===== src/rtl/ex_muldiv_pkg.sv =====
// ex_muldiv_pkg: shared M-extension funct3 codes, FSM encoding and width defaults
package ex_muldiv_pkg;
  localparam int XLEN_DEF = 64;
  localparam logic [2:0] F3_MUL    = 3'b000;
  localparam logic [2:0] F3_MULH   = 3'b001;
  localparam logic [2:0] F3_MULHSU = 3'b010;
  localparam logic [2:0] F3_MULHU  = 3'b011;
  localparam logic [2:0] F3_DIV    = 3'b100;
  localparam logic [2:0] F3_DIVU   = 3'b101;
  localparam logic [2:0] F3_REM    = 3'b110;
  localparam logic [2:0] F3_REMU   = 3'b111;
  typedef enum logic [1:0] {IDLE, CALC, FIXUP, DONE} state_t;
endpackage


===== src/rtl/muldiv_core.sv =====
// muldiv_core: iterative shift-add multiplier and restoring divider with sign fixup
module muldiv_core import ex_muldiv_pkg::*; #(
  parameter int XLEN = XLEN_DEF
) (
  input  logic            clk,
  input  logic            rst,
  input  logic            start,
  input  logic            step,
  input  logic [2:0]      funct3,
  input  logic            word,
  input  logic [XLEN-1:0] rs1,
  input  logic [XLEN-1:0] rs2,
  output logic            bypass,
  output logic [XLEN-1:0] result
);
  localparam logic [XLEN-1:0] HI = {XLEN{1'b1}} << 32;
  localparam logic [XLEN-1:0] MSB = {1'b1, {(XLEN-1){1'b0}}};
  logic sa, sb, a_neg, b_neg, dz, ovf, ge;
  logic [XLEN-1:0] a_ext, b_ext, abs_a, abs_b, min_n, qs, rs, raw;
  logic [XLEN:0] r_sh, diff;
  logic [2*XLEN-1:0] prod;
  logic [2:0] f3;
  logic w, neg_p, neg_r, dz_r, ovf_r;
  logic [XLEN-1:0] a_sv, mq, quo, rem;
  logic [2*XLEN-1:0] acc, mc;
  always_comb begin
    sa = funct3 inside {F3_MULH, F3_MULHSU, F3_DIV, F3_REM};
    sb = funct3 inside {F3_MULH, F3_DIV, F3_REM};
    a_neg = sa && (word ? rs1[31] : rs1[XLEN-1]);
    b_neg = sb && (word ? rs2[31] : rs2[XLEN-1]);
    a_ext = word ? (rs1 & ~HI) | (a_neg ? HI : '0) : rs1;
    b_ext = word ? (rs2 & ~HI) | (b_neg ? HI : '0) : rs2;
    abs_a = a_neg ? -a_ext : a_ext;
    abs_b = b_neg ? -b_ext : b_ext;
    min_n = word ? HI | XLEN'(32'h8000_0000) : MSB;
    dz = funct3[2] && b_ext == '0;
    ovf = funct3[2] && sb && a_ext == min_n && b_ext == '1;
    bypass = dz || ovf;
    r_sh = {rem, quo[XLEN-1]};
    diff = r_sh - {1'b0, mq};
    ge = !diff[XLEN];
    prod = neg_p ? -acc : acc;
    qs = neg_p ? -quo : quo;
    rs = neg_r ? -rem : rem;
    raw = dz_r ? (f3[1] ? a_sv : '1) :
          ovf_r ? (f3[1] ? '0 : a_sv) :
          f3[2] ? (f3[1] ? rs : qs) :
          f3 == F3_MUL ? prod[XLEN-1:0] : prod[2*XLEN-1:XLEN];
    result = w ? (raw & ~HI) | (raw[31] ? HI : '0) : raw;
  end
  // W dividends are left-aligned so the quotient lands in the low 32 bits after 32 steps
  always_ff @(posedge clk) begin
    if (rst) begin
      f3 <= '0;
      w <= 1'b0;
      neg_p <= 1'b0;
      neg_r <= 1'b0;
      dz_r <= 1'b0;
      ovf_r <= 1'b0;
      a_sv <= '0;
      mq <= '0;
      quo <= '0;
      rem <= '0;
      acc <= '0;
      mc <= '0;
    end else if (start) begin
      f3 <= funct3;
      w <= word;
      neg_p <= a_neg ^ b_neg;
      neg_r <= a_neg;
      dz_r <= dz;
      ovf_r <= ovf;
      a_sv <= a_ext;
      mq <= abs_b;
      quo <= word ? abs_a << (XLEN-32) : abs_a;
      rem <= '0;
      acc <= '0;
      mc <= {{XLEN{1'b0}}, abs_a};
    end else if (step && f3[2]) begin
      rem <= ge ? diff[XLEN-1:0] : r_sh[XLEN-1:0];
      quo <= {quo[XLEN-2:0], ge};
    end else if (step) begin
      acc <= mq[0] ? acc + mc : acc;
      mc <= mc << 1;
      mq <= mq >> 1;
    end
  end
endmodule


===== src/rtl/ex_muldiv.sv =====
// ex_muldiv: iterative RV M-extension execute unit; FSM, iteration counter and result/tag registers
module ex_muldiv import ex_muldiv_pkg::*; #(
  parameter int XLEN       = XLEN_DEF,
  parameter int REG_ADDR_W = 5
) (
  input  logic                  clk,
  input  logic                  rst,
  input  logic                  valid_i,
  output logic                  ready_o,
  input  logic [2:0]            funct3_i,
  input  logic                  word_i,
  input  logic [XLEN-1:0]       rs1_data_i,
  input  logic [XLEN-1:0]       rs2_data_i,
  input  logic [REG_ADDR_W-1:0] rd_addr_i,
  input  logic                  wreg_i,
  input  logic                  flush_i,
  output logic                  valid_o,
  input  logic                  ready_i,
  output logic [XLEN-1:0]       wdata_o,
  output logic [REG_ADDR_W-1:0] rd_addr_o,
  output logic                  wreg_o,
  output logic                  busy_o
);
  localparam int CW = $clog2(XLEN) + 1;
  state_t state, state_n;
  logic accept, bypass;
  logic [CW-1:0] cnt;
  logic [XLEN-1:0] result;
  assign ready_o = state == IDLE;
  assign busy_o = state != IDLE;
  assign valid_o = state == DONE;
  assign accept = valid_i && ready_o && !flush_i;
  muldiv_core #(.XLEN(XLEN)) u_core (
    .clk(clk),
    .rst(rst),
    .start(accept),
    .step(state == CALC),
    .funct3(funct3_i),
    .word(word_i),
    .rs1(rs1_data_i),
    .rs2(rs2_data_i),
    .bypass(bypass),
    .result(result)
  );
  always_comb begin
    state_n = state;
    state_n = flush_i ? IDLE :
              state == IDLE ? (accept ? (bypass ? FIXUP : CALC) : IDLE) :
              state == CALC ? (cnt == CW'(1) ? FIXUP : CALC) :
              state == FIXUP ? DONE :
              ready_i ? IDLE : DONE;
  end
  always_ff @(posedge clk) begin
    if (rst) begin
      state <= IDLE;
      cnt <= '0;
      wdata_o <= '0;
      rd_addr_o <= '0;
      wreg_o <= 1'b0;
    end else begin
      state <= state_n;
      if (accept) begin
        cnt <= word_i ? CW'(32) : CW'(XLEN);
        rd_addr_o <= rd_addr_i;
        wreg_o <= wreg_i;
      end else if (state == CALC) begin
        cnt <= cnt - CW'(1);
      end
      if (state == FIXUP && !flush_i) wdata_o <= result;
    end
  end
endmodule


===== config.mk =====
export PLATFORM = sky130hd
export DESIGN_NAME = ex_muldiv
export DESIGN_NICKNAME = d
export VERILOG_FILES = /design/src/rtl/ex_muldiv_pkg.sv /design/src/rtl/muldiv_core.sv /design/src/rtl/ex_muldiv.sv
export SDC_FILE = /design/constraint.sdc
export NUM_CORES = 2
export LEC_CHECK = 0
export BUFFER_PORTS_ARGS = -buffer_cell sky130_fd_sc_hd__buf_2
export CORE_MARGIN = 4
export CORE_UTILIZATION = 50
export CTS_CLUSTER_SIZE = 14
export DETAILED_ROUTE_END_ITERATION = 10
export PLACE_DENSITY = 0.67
export SETUP_SLACK_MARGIN = 0.2
export SYNTH_ARGS = -nofsm -noshare
export SYNTH_HDL_FRONTEND = slang
export SYNTH_HIERARCHICAL = 1
export SYNTH_SLANG_ARGS = --single-unit

===== constraint.sdc =====
create_clock -name clk -period 5.9 [get_ports clk]
set_clock_uncertainty 0.15 [all_clocks]
set_input_delay 0.59 -clock clk [delete_from_list [all_inputs] [get_ports clk]]
set_output_delay 0.59 -clock clk [all_outputs]
set_load 0.1 [all_outputs]

==> impl_metrics.ini <==
[logic_synthesis]
yosys.cell_types.count = 101
yosysSeqAreaShare = 0.252
synthArstFlopShare = 0
avgSynthCellArea_um2 = 6.99
synth_top_area_share = 0.252
yosys-top-cells-area = dfxtp_1, nand2_1, a21oi_1
ys_ff_latch = 599
syn_inst = 6796
yosys.area.top_type = dfxtp_1
yosysWarnings = 6
synth_fp_nets = 7140
synth_ff_type = dfxtp_1
netlist_area_um2 = 47500
synth_edf_count = 0

[placement]
place.gp.congestion = 1.10
dp.cells = 7873
portBuffers = 215
place_hpwl_um = 163000
dp_slack_ns = 0.820
place_area_um2 = 49200

[final_layout]
drive_above_1_share = 0.0821
syn_to_final_growth_pct = 9.30
final_common_cell = nand2_1
fin_util = 0.554
multi_input_area_um2 = 33200
fillers = 9176
seqCellArea_um2 = 12000
fin_area_um2 = 51900
nNetsFinal = 7044
layout_common_cells = nand2_1, a21oi_1, dfxtp_1, nor2_1, o21ai_0
fin_cells = 8030

[power]
power.density_nw_per_um2 = 223
seqPwrFrac = 0.375
intPower_w = 0.00778
p_leak_nw = 20.7
peakVddDrop_mv = 0.234
swShare = 0.328
p_switching_w = 0.00380
comb_power_share = 0.192
clockPowerShare = 0.432

[setup_path]
crit_chain = or4_1, nor4_1, buf_4, nand4_1, nor4_1, nand2_1, nor2_1, nand4_1, o311ai_1, a21oi_1, nand3b_1, nand2_2, and2_1, buf_4, o22ai_1, nand2_1, a21oi_1
cpMaxStageDelayCell = or4_1
worst_ep_required_time_ns = 6.26
path_class = flip-flop to flip-flop
end_kind = flip-flop
max_stage_delay_ns = 0.59
cp-start-kind = flip-flop
cp_max_fo = 13
critPathArrivalTime_ns = 5.67

[drt]
routed_wl_um = 217000
drc = 0
viasPerCell = 6.59
drt_iter0_drc = 6922
wl_per_cell_um = 27.0
ant_nets = 0
drt_pre_antenna_iters = 6
num_vias = 52944

[global_routing]
gr-usage-met3 = 0.0902
grt_pass1_wl_um = 315000
grt_overflow_total = 0
first_global_vias = 47268
antenna_found_initial = 17
grt_usage = 0.415
grt_max_degree = 180
grtUsageMet1 = 0.534
grt_busiest_layer = met2
grtUsageMet2 = 0.616

[timing]
setup-tns-final_ns = 0
period_share = 0.900
fin_ws_ns = 0.587
max_freq_ghz = 0.188
rsz0062_at_grt = false
max_slew_margin = 0.0645
fin_crit_ns = 5.31
finalSetupViolCount = 0
tightest_slew_ns = 1.39
drv_slew = 0
hold_violations = 0

[clock_tree]
cts-root-buf = clkbuf_16
cts_buffers = 75
clkLatencyLatePin_ns = 0.68
clk_pin_slew_ns = 0.06
cts_htree_levels = 3
cts_tree = done
post-cts-setup-buffers = 0
ctsLongestPathBuffers = 3
ctsResizeCount = 0
clock_sinks = 599

[run]
maxCapViolations = 0

[floorplan]
num_rows = 112
fp.dieW_um = 316
start_util = 0.507
dieArea_um2 = 100000
ioPinCount = 216
core_area_um2 = 93700
die_y_um = 316

[hold_path]
hold_class = input port to flip-flop

[status]
status = finished, final reports clean
==> final timing paths <==
kind                   from      endpoint  slack (ns)  cells after the start
max          u_core/acc[55]   wdata_o[37]        0.59                     17
min            rd_addr_i[0]  rd_addr_o[0]        0.03                      3
max reg2reg  u_core/acc[55]   wdata_o[37]        0.59                     17
min reg2reg      wdata_o[7]    wdata_o[7]        0.30                      2
==> cell usage after synthesis, types with 12 or more instances <==
cell         n
a211oi_1    95
a21o_1     143
a21oi_1    746
a221oi_1    41
a311oi_1    84
a31oi_1    103
and2_1      34
and3_1      56
buf_1       40
buf_2       25
clkbuf_1   419
dfxtp_1    599
ha_1       199
inv_1      160
mux2i_1     95
nand2_1   1257
nand2b_1    63
nand3_1    114
nand3b_1    12
nand4_1     95
nor2_1     547
nor2b_1     26
nor3_1     125
nor4_1      56
o211ai_1    60
o21a_1      31
o21ai_0    476
o21bai_1    51
o221ai_1    17
o22a_1      26
o22ai_1     21
o31ai_1    105
o41ai_1     39
or2_2       34
or3_1       64
or4_1       55
xnor2_1    266
xor2_1     209
==> worst max-delay path, delay by kind of cell (launching register included) <==
kind / cells / cell delay (ns)
AOI/OAI and AO/OA: 4 / 0.74
and+or+nand+nor: 11 / 3.39
buffers and inverters: 2 / 0.49
DFF: 1 / 0.37
==> power groups by stage <==
stage	sequential (W)	combinational (W)	clock [W]
detailed placement	0.00442	0.00212	0
CTS	0.00433	0.00214	0.00504
global route	0.00435	0.00234	0.00520
floorplan	0.00435	0.00138	0
finish	0.00434	0.00222	0.00500
global placement	0.00442	0.00212	0
==> through the flow <==
step | power (W) | hold slack, ns
finish | 0.0116 | 0.0328
CTS | 0.0115 | 0.0137
detailed placement | 0.00655 | 0.296
floorplan | 0.00573 | 0.296
global placement | 0.00654 | 0.292
global route | 0.0119 | 0.0298
==> cell families (layout without fill, tap and decap cells) <==
kind of cell               after synthesis  in the layout  share of synthesized area
AOI/OAI and AO/OA                     2178           2178                      0.287
xor gates and xnor gates               475            475                     0.0875
other                                    0             15                          0
muxes                                   97             97                     0.0207
buffers and inverters                  648            613                     0.0522
DFF                                    599            599                      0.252
adders and majority gates              201            201                     0.0532
and+or+nand+nor                       2598           2598                      0.247
==> metal layers <==
metal | up-vias | wire, µm
met4 | 6 | 19100
li1 | 24171 | -
met1 | 24872 | 84900
met3 | 714 | 22400
met2 | 3181 | 90200
met5 | - | 34
==> state kept, by name (all words and copies together) (netlist names) <==
signal / cells
cnt: 7
u_core/neg_r: 1
u_core/neg_p: 1
wreg_o: 1
u_core/acc: 128
rd_addr_o: 5
u_core/ovf_r: 1
u_core/f3: 3
u_core/quo: 64
u_core/mq: 64
state: 2
u_core/w: 1
u_core/rem: 64
u_core/a_sv: 64
u_core/dz_r: 1
wdata_o: 64
u_core/mc: 128
==> cell type report <==
| type | count | area share |
|---|---|---|
| clock buffers | 102 | 0.0418 |
| diodes | 15 | 0.000723 |
| flip-flops and latches | 599 | 0.231 |
| clock inverters | 36 | 0.00870 |
| well taps | 1254 | 0.0302 |
| inverters | 160 | 0.0116 |
| repair buffers | 315 | 0.0375 |
| multi-input cells | 5549 | 0.638 |
==> what timing repair did <==
item,CTS,global route
endpoints found under the hold margin,4,0
setup endpoints to repair,0,0
hold buffers,4,0
Note: power is estimated with default switching activity, not from simulation.
